### src/rtl/ternary_pkg.sv
// Shared types and helpers for the ternary weight loader.
package ternary_pkg;

  typedef enum logic [1:0] {
    IDLE   = 2'd0,
    LOAD   = 2'd1,
    COMMIT = 2'd2
  } state_t;

  // Ternary weight encoding; the reserved code is stored and passed through untouched.
  localparam logic [1:0] TERN_ZERO = 2'b00;
  localparam logic [1:0] TERN_POS  = 2'b01;
  localparam logic [1:0] TERN_NEG  = 2'b11;
  localparam logic [1:0] TERN_RSVD = 2'b10;

  // Bit offset of weight (o, i) inside a flattened bank.
  function automatic int weight_offset(input int o, input int i, input int in_len,
                                       input int width);
    return (o * in_len + i) * width;
  endfunction

endpackage

### src/rtl/ternary_weight_loader_bank.sv
// Double-buffered weight storage: active bank drives the read port, the other
// bank (shadow) takes column writes or a full clear, and swap flips the roles.
module weight_bank_pair
  import ternary_pkg::*;
#(
  parameter int IN_LEN   = 16,
  parameter int OUT_LEN  = 8,
  parameter int WIDTH    = 2,
  parameter int OUT_BITS = 3
) (
  input  logic                        clk,
  input  logic                        rst_n,
  input  logic                        clr,
  input  logic                        wr_en,
  input  logic [OUT_BITS-1:0]         wr_col,
  input  logic [WIDTH*IN_LEN-1:0]     wr_data,
  input  logic                        swap,
  output logic [WIDTH*IN_LEN*OUT_LEN-1:0] rd_data
);

  localparam int COL_W   = WIDTH * IN_LEN;
  localparam int W_TOTAL = COL_W * OUT_LEN;

  logic [W_TOTAL-1:0] bank0_q, bank0_d;
  logic [W_TOTAL-1:0] bank1_q, bank1_d;
  logic [W_TOTAL-1:0] shadow;
  logic               sel_q, sel_d;
  int                 wr_base;

  assign wr_base = weight_offset(int'(wr_col), 0, IN_LEN, WIDTH);

  // Update the shadow bank (clear has priority over a column write) and flip on swap.
  always_comb begin
    bank0_d = bank0_q;
    bank1_d = bank1_q;
    sel_d   = sel_q ^ swap;
    shadow  = sel_q ? bank0_q : bank1_q;
    if (clr) begin
      shadow = '0;
    end else if (wr_en) begin
      shadow[wr_base +: COL_W] = wr_data;
    end
    if (sel_q) begin
      bank0_d = shadow;
    end else begin
      bank1_d = shadow;
    end
  end

  // Bank and select registers; reset zeroes both banks including the active one.
  always_ff @(posedge clk or negedge rst_n) begin
    if (!rst_n) begin
      bank0_q <= '0;
      bank1_q <= '0;
      sel_q   <= 1'b0;
    end else begin
      bank0_q <= bank0_d;
      bank1_q <= bank1_d;
      sel_q   <= sel_d;
    end
  end

  assign rd_data = sel_q ? bank1_q : bank0_q;

endmodule

### src/rtl/ternary_weight_loader.sv
// Column-at-a-time weight loader with atomic shadow/active bank swap.
module ternary_weight_loader
  import ternary_pkg::*;
#(
  parameter int IN_LEN    = 16,
  parameter int OUT_LEN   = 8,
  parameter int WIDTH     = 2,
  parameter int ZERO_FILL = 1,
  parameter int OUT_BITS  = (OUT_LEN > 1) ? $clog2(OUT_LEN) : 1,
  parameter int W_TOTAL   = WIDTH * IN_LEN * OUT_LEN
) (
  input  logic                    clk,
  input  logic                    rst_n,
  input  logic                    ena,
  input  logic                    start,
  input  logic [OUT_BITS-1:0]     cfg_last_col,
  input  logic                    s_valid,
  output logic                    s_ready,
  input  logic [WIDTH*IN_LEN-1:0] s_data,
  output logic [W_TOTAL-1:0]      uo_weights,
  output logic                    uo_busy,
  output logic                    uo_done,
  output logic                    uo_abort
);

  state_t              state_q, state_d;
  logic [OUT_BITS-1:0] col_q, col_d;
  logic [OUT_BITS-1:0] last_col_q, last_col_d;
  logic                done_q, done_d;
  logic                abort_q, abort_d;
  logic [OUT_BITS-1:0] cfg_clamped;
  logic                bank_clr, bank_wr, bank_swap;

  // Column counts beyond the array (non-power-of-two OUT_LEN) collapse to the last column.
  assign cfg_clamped = (int'(cfg_last_col) > OUT_LEN - 1) ? OUT_BITS'(OUT_LEN - 1)
                                                           : cfg_last_col;

  // Next-state, counters and bank controls; everything holds while ena is low.
  always_comb begin
    state_d    = state_q;
    col_d      = col_q;
    last_col_d = last_col_q;
    done_d     = done_q;
    abort_d    = abort_q;
    bank_clr   = 1'b0;
    bank_wr    = 1'b0;
    bank_swap  = 1'b0;
    s_ready    = 1'b0;
    if (ena) begin
      done_d  = (state_q == COMMIT);
      abort_d = 1'b0;
      case (state_q)
        IDLE: begin
          if (start) begin
            state_d    = LOAD;
            col_d      = '0;
            last_col_d = cfg_clamped;
            bank_clr   = (ZERO_FILL != 0);
          end
        end
        LOAD: begin
          s_ready = 1'b1;
          // A restart wins over a beat presented in the same cycle.
          if (start) begin
            col_d      = '0;
            last_col_d = cfg_clamped;
            bank_clr   = (ZERO_FILL != 0);
            abort_d    = 1'b1;
          end else if (s_valid) begin
            bank_wr = 1'b1;
            if (col_q == last_col_q) begin
              state_d = COMMIT;
            end else begin
              col_d = col_q + 1'b1;
            end
          end
        end
        COMMIT: begin
          bank_swap = 1'b1;
          state_d   = IDLE;
        end
        default: state_d = IDLE;
      endcase
    end
  end

  // Control registers.
  always_ff @(posedge clk or negedge rst_n) begin
    if (!rst_n) begin
      state_q    <= IDLE;
      col_q      <= '0;
      last_col_q <= '0;
      done_q     <= 1'b0;
      abort_q    <= 1'b0;
    end else begin
      state_q    <= state_d;
      col_q      <= col_d;
      last_col_q <= last_col_d;
      done_q     <= done_d;
      abort_q    <= abort_d;
    end
  end

  weight_bank_pair #(
    .IN_LEN  (IN_LEN),
    .OUT_LEN (OUT_LEN),
    .WIDTH   (WIDTH),
    .OUT_BITS(OUT_BITS)
  ) u_banks (
    .clk    (clk),
    .rst_n  (rst_n),
    .clr    (bank_clr),
    .wr_en  (bank_wr),
    .wr_col (col_q),
    .wr_data(s_data),
    .swap   (bank_swap),
    .rd_data(uo_weights)
  );

  // Pending pulses only become visible on a cycle where the block is enabled.
  assign uo_busy  = (state_q != IDLE);
  assign uo_done  = done_q & ena;
  assign uo_abort = abort_q & ena;

endmodule

### config.mk
export PLATFORM = sky130hd
export DESIGN_NAME = ternary_weight_loader
export DESIGN_NICKNAME = d
export VERILOG_FILES = /design/src/rtl/ternary_pkg.sv /design/src/rtl/ternary_weight_loader_bank.sv /design/src/rtl/ternary_weight_loader.sv
export SDC_FILE = /design/constraint.sdc
export NUM_CORES = 1
export LEC_CHECK = 0
export ABC_AREA = 1
export CAP_MARGIN = 40
export CORE_MARGIN = 2
export CORE_UTILIZATION = 45
export CTS_BUF_LIST = sky130_fd_sc_hd__clkbuf_8
export DETAILED_ROUTE_END_ITERATION = 16
export GPL_ROUTABILITY_DRIVEN = 0
export PLACE_DENSITY_LB_ADDON = 0.1
export SETUP_SLACK_MARGIN = 0.5
export SLEW_MARGIN = 20
export SYNTH_ARGS = -nofsm -noshare
export SYNTH_HDL_FRONTEND = slang
export SYNTH_SLANG_ARGS = --single-unit
### constraint.sdc
create_clock -name clk -period 3.6 [get_ports clk]
set_clock_uncertainty 0.15 [all_clocks]
set_input_delay 0.72 -clock clk [delete_from_list [all_inputs] [get_ports clk]]
set_output_delay 0.72 -clock clk [all_outputs]
set_load 0.005 [all_outputs]
==> reports/metrics.yaml, run 1 <==
cts:
  root_buffer: "clkbuf_8"
  htree_num_levels: 3
  clk_pin_slew_ns: 0.06
  cts_tree: "built"
  max-clock-path-buffers: 3
  cts_made_buffers: 98
  cts.sinks: 523
  clk_latency_ns: 0.74
power:
  ir_worst_vdd_uv: 489.9
  leakage_nw: 23.11
  p_seq_share_pct: 25.0
  p_sw_mw: 18.36
  swShare_pct: 44.71
  intPower_mw: 22.71
  combPwrFrac_pct: 61.1
  p_clk_share_pct: 14.0
  powerDensity_nw_per_um2: 1035
synthesis:
  synthFlopType: "dfrtp_1"
  synth_simple_gate_area_share_pct: 39.23
  synth.avg_cell_area_um2: 7.262
  synth_top_cell_area_share_pct: 43.68
  synth_compound_area_share_pct: 5.366
  ys_ff_latch: 523
  synthCells: 4126
  yosysMostFrequentCell: "nand2_1"
  synth_common_cells: "nand2_1, dfrtp_1, nand4_1"
  synthArstFlopShare_pct: 100.0
  synth.largest_area_cell: "dfrtp_1"
  yosysWarnings: 0
  yosys.cell_types.count: 28
  muxShareOfSynthArea_pct: 4.389
  netlist_area_um2: 29960
  synth_xor_area_share_pct: 0.1169
  synth_top_family_by_area: "simple AND/OR/NAND/NOR gates"
  synth-edff-count: 0
  yosys-top-cells-area: "dfrtp_1, nand2_1, nand4_1"
  synth.net_count: 4170
  yosysSeqAreaShare_pct: 43.68
  synthAdderAreaFrac_pct: 0.1670
place:
  hpwlAfterDp_um: 64740
  portBuffers: 299
  place_ws_ns: 0.5310
detailed_routing:
  post_drt_wl_per_cell_um: 21.68
  met1Wirelength_um: 48570
  drt-total-wl_um: 117700
  wl_met3_um: 10210
  vias_per_cell: 5.840
  drc: 0
  vias: 31699
  firstDrtPassIters: 8
  ant_nets: 0
  top_layer_used: "met5"
  first_iter_violations: 3376
  dr_wl_met2_um: 54150
status:
  outcome: "complete, no violations"
floorplan:
  die_w_um: 262.0
  io-pin-count: 300
  rows: 94
  fp.dieH_um: 262.0
  die_area_um2: 68670
  coreArea_um2: 65860
  initial_core_util_pct: 45.49
global_route:
  antenna_found_initial: 2
  grt_pass1_vias: 29045
  grt_util_all_layers_pct: 32.91
  grt_overflow: 0
  grt_first_pass_wirelength_um: 174100
  grt_max_degree: 129
setup_path:
  path_max_fanout: 8
  cp.required_ns: 2.73
  arrival_ns: 2.43
  crit_chain: "buf_12 > buf_16 > buf_16 > buf_8 > nand2_1 > nand2_1 > clkdlybuf4s50_1"
  cp_slowest_cell: "dfrtp_4"
  slowest_delay_ns: 0.51
  critical_path_class: "reg2out"
  end_kind: "primary output"
  setup.worst_path.start_class: "flip-flop"
sta:
  finalSetupViolCount: 0
  relSlewSlack_pct: 50.70
  setup_ws_ns: 0.3022
  fmax_ghz: 0.3032
  tns_ns: 0
  tightest_slew_ns: 0.7394
  hold_viol_final: 0
  slew_violations: 0
  period_needed_ns: 3.298
  post-route-period-util_pct: 91.61
  grt_setup_unrepaired: "yes"
min_path:
  hold_path_class: "reg2reg"
layout:
  area_growth_pct: 32.47
  drive_gt1_share_pct: 18.63
  nets: 4538
job:
  maxCapViolations: 0
cell usage in the layout, fill, tap and decap left out, types with 128 or more instances in the layout:
cell type	instances
nand2_1	1715
dfrtp_1	522
nand4_1	471
nand3_1	235
nand2_2	177
o21ai_1	156
o21ai_0	146
inv_1	145
buf_4	135
mux2i_1	128
registers in the layout (all words and copies together) (netlist names):
register and flops:
u_banks.bank0_q 256, u_banks.bank1_q 256, col_q 3, last_col_q 3
state_q 2, abort_q 1, done_q 1, u_banks.sel_q 1
final cells by class:
| type | count | area, um^2 |
|---|---|---|
| well taps | 864 | 1081 |
| repair inverters | 7 | 117.6 |
| repair buffers | 598 | 7398 |
| clock buffers | 121 | 1665 |
| multi-input cells | 3153 | 15650 |
| diodes | 2 | 5.005 |
| inverters | 113 | 452.9 |
| clock inverters | 47 | 227.7 |
| flip-flops and latches | 523 | 13090 |
| fillers | 6004 | 26170 |
critical path: cells and delay by family (launching register included):
kind | cells | cell delay, ns
buffers and inverters | 5 | 1.04
AND/OR/NAND/NOR | 2 | 0.14
flip-flops | 1 | 0.51
worst paths after layout:
check / slack, ns / from / endpoint / depth (start not counted)
max in group asynchronous: 1.92 / rst_n / u_banks.bank0_q[174] / 4
hold reg to reg: 0.33 / abort_q / abort_q / 1
min in group asynchronous: 0.41 / rst_n / u_banks.bank1_q[45] / 2
hold / removal: 0.33 / abort_q / abort_q / 1
setup reg to reg: 0.68 / col_q[1] / u_banks.bank1_q[102] / 11
setup / recovery: 0.30 / u_banks.sel_q / uo_weights[135] / 7
logic make-up after synthesis:
family / after synthesis
AOI/OAI and AO/OA: 320
xor gates and xnor gates: 4
adders and majority gates: 4
buffers and inverters: 450
DFF: 523
muxes: 131
and+or+nand+nor: 2694
layer usage:
layer | GRT usage (%) | up-vias
met5 | 0 | -
met4 | 13.72 | 2
met3 | 5.855 | 273
met2 | 50.70 | 1501
met1 | 45.75 | 15325
li1 | - | 14598
power by group through the flow:
stage	clock (mW)	sequential, mW	combinational, mW
CTS	5.80	10.0	23.3
global placement	0	10.0	19.0
finish	5.73	10.3	25.1
global route	6.06	10.5	27.2
detailed placement	0	10.1	19.2
floorplan	0	9.76	12.2
per-stage QoR:
step / util [%] / instance area, um^2 / std cells / hold WS [ns] / total power, mW
global route: 60.26 / 39690 / 5427 / 0.3581 / 43.78
finish: 60.26 / 39690 / 5428 / 0.3339 / 41.07
global placement: 51.06 / 33630 / 5046 / 0.3225 / 29.07
CTS: 58.12 / 38280 / 5343 / 0.3389 / 39.07
detailed placement: 51.06 / 33630 / 5046 / 0.3247 / 29.29
floorplan: - / 29960 / 4126 / 0.2744 / 21.98
repair_timing:
action,in CTS,in global routing
gates resized for setup,527,435
hold buffers,1,0
setup buffers,72,68
endpoints found under the hold margin,48,0
endpoints found under the setup margin,256,224
pin swaps,29,32
gates cloned,56,15
Power figures use the tool's default switching activity.
==> run 2, diff against run 1 <==
--- a/config.mk
+++ b/config.mk
@@ -6,7 +6,7 @@
 export NUM_CORES = 1
 export LEC_CHECK = 0
 export ABC_AREA = 1
-export CAP_MARGIN = 40
+export CAP_MARGIN = 20
 export CORE_MARGIN = 2
 export CORE_UTILIZATION = 45
 export CTS_BUF_LIST = sky130_fd_sc_hd__clkbuf_8
@@ -18,3 +18,4 @@
 export SYNTH_ARGS = -nofsm -noshare
 export SYNTH_HDL_FRONTEND = slang
 export SYNTH_SLANG_ARGS = --single-unit
+export TNS_END_PERCENT = 10
==> run 2 against run 1 <==
Against the previous run:
- hold slack hardly changed
- sequential cell count unchanged
- combinational power shrank 9.2%
==> reports/metrics.yaml, run 2 (synthesis gave the netlist of run 1 again) <==
power:
  leakage_nw: 21.25  # -8.1%
  powerDensity_nw_per_um2: 1021  # -1.3%
  ir_worst_vdd_uv: 506.2  # +3.3%
place:
  placed_area_um2: 33630  # unchanged
  portBuffers: 299  # unchanged
  place_ws_ns: 0.5310  # unchanged
  hpwlAfterDp_um: 64740  # unchanged
floorplan:
  die_w_um: 262.0  # unchanged
  coreArea_um2: 65860  # unchanged
  io-pin-count: 300  # unchanged
  rows: 94  # unchanged
  fp.dieH_um: 262.0  # unchanged
  initial_core_util_pct: 45.49  # unchanged
  die_area_um2: 68670  # unchanged
status:
  outcome: "complete, no violations"
layout:
  nets: 4418  # -2.6%
  final_common_cell: "nand2_1"
  post-route-util_pct: 57.41  # -2.9 points
  final_cell_area_um2: 37810  # -4.7%
  nFillCells: 6226  # +3.7%
  reg.largest.list: "u_banks.bank0_q x256, u_banks.bank1_q x256"
  final_cell_mix: "nand2_1, dfrtp_1, nand4_1"
  area_growth_pct: 26.19
  drive_gt1_share_pct: 10.11  # -8.5 points
detailed_routing:
  vias_per_cell: 5.777  # -1.1%
  post_drt_wl_per_cell_um: 20.94  # -3.4%
  drt-total-wl_um: 111200  # -5.5%
  first_iter_violations: 3090  # -8.5%
  drc: 0  # unchanged
  ant_nets: 0  # unchanged
  firstDrtPassIters: 6  # -2
  vias: 30668  # -3.3%
global_route:
  grt_max_degree: 129  # unchanged
  grt_first_pass_wirelength_um: 169800  # -2.5%
  antenna_found_initial: 3  # +1
  grt_overflow: 0  # unchanged
  grt_pass1_vias: 28500  # -1.9%
  grt_util_all_layers_pct: 32.01  # -0.90 points
sta:
  grt_setup_unrepaired: "yes"
  period_needed_ns: 3.376  # +0.07834 ns
  setup_ws_ns: 0.2238  # -0.07833 ns
  tns_ns: 0  # unchanged
  relSlewSlack_pct: 51.30  # +0.59 points
  fmax_ghz: 0.2962  # -2.3%
  slew_violations: 0  # unchanged
  post-route-period-util_pct: 93.78  # +2.2 points
  hold_viol_final: 0  # unchanged
  tightest_slew_ns: 0.7306  # -0.008873 ns
  finalSetupViolCount: 0  # unchanged
  whs_ns: 0.3340  # +0.0001430 ns
job:
  maxCapViolations: 0  # unchanged
min_path:
  holdCritStartpoint: "abort_q"
  hold_path_class: "reg2reg"
  hold_path_depth: 1  # unchanged
  whs_endpoint: "abort_q"
cts:
  max-clock-path-buffers: 3  # unchanged
  root_buffer: "clkbuf_8"
  cts_tree: "built"
  cts.sinks: 523  # unchanged
  clk_latency_ns: 0.72  # -0.02 ns
  htree_num_levels: 3  # unchanged
  clk_pin_slew_ns: 0.06  # about the same
  cts_made_buffers: 98  # unchanged
setup_path:
  path_max_fanout: 7  # -1
  reg2reg_depth: 11  # unchanged
  timing.rr.end: "u_banks.bank1_q[102]"
  setup.worst_path.start_class: "flip-flop"
  rr_startpoint: "col_q[1]"
  critical_path_class: "reg2out"
  worst-r2r-setup-slack_ns: 0.68  # about the same
  cp.required_ns: 2.73  # about the same
  arrival_ns: 2.51  # +0.08 ns
  end_kind: "primary output"
## run 2: how the worst max path moves through the flow
| stage | end | start | depth (start not counted) |
|---|---|---|---|
| 2_1_floorplan | uo_weights[134] | u_banks.sel_q | 9 |
| 3_3_place_gp | u_banks.bank0_q[83] | start | 10 |
| 3_5_place_dp | u_banks.bank1_q[82] | start | 10 |
| 4_1_cts | uo_weights[89] | u_banks.sel_q | 7 |
| 5_1_grt | uo_weights[74] | u_banks.sel_q | 6 |
| 6_report | uo_weights[67] | u_banks.sel_q | 8 |
## run 2: cell type report
type	instances	area, um^2	area share (%)
Inverter	113	442.9	1.171
Tap cell	864	1081	2.859
Antenna cell	3	7.507	0.01985
Timing Repair inverter	6	111.4	0.2945
Multi-Input combinational cell	3153	15020	39.73
Clock buffer	121	1665	4.404
Timing Repair Buffer	479	6161	16.29
Clock inverter	47	227.7	0.6022
Sequential cell	523	13090	34.62
## run 2: power breakdown
part	leakage (nW)	total (mW)	switching [mW]	internal, mW
combinational	13.2	22.8	13.1	9.77
clock	1.11	5.70	2.64	3.07
sequential	6.89	10.1	1.39	8.69
## run 2: metal layers
layer / vias up / GRT usage (%) / part of all wire (%)
met5: - / 0 / 0
met4: 0 / 12.70 / 3.9
met3: 236 / 5.449 / 8.3
met2: 1303 / 49.44 / 46
met1: 14776 / 44.81 / 42
li1: 14353 / - / -
## run 2: worst max-delay path: stages, from the launching register on
cell,delay (ns)
dfrtp_4,0.50
buf_12,0.16
inv_16,0.07
buf_12,0.11
buf_12,0.11
buf_16,0.12
nand2_1,0.08
nand2_2,0.12
clkdlybuf4s50_1,0.51
## run 2: what timing repair did
item | 4_1_cts | 5_1_grt
gates cloned | 44 | 2
setup buffers | 43 | 2
endpoints found under the hold margin | 48 | 0
setup endpoints to repair | 256 | 250
pin swaps | 11 | 0
hold buffers | 1 | 0
resized for setup | 254 | 26
## run 2: stage by stage
| step | power [mW] | instances |
|---|---|---|
| floorplan | 21.98 | 4126 |
| global placement | 29.07 | 5046 |
| detailed placement | 29.29 | 5046 |
| CTS | 38.41 | 5302 |
| global route | 41.43 | 5307 |
| finish | 38.61 | 5309 |
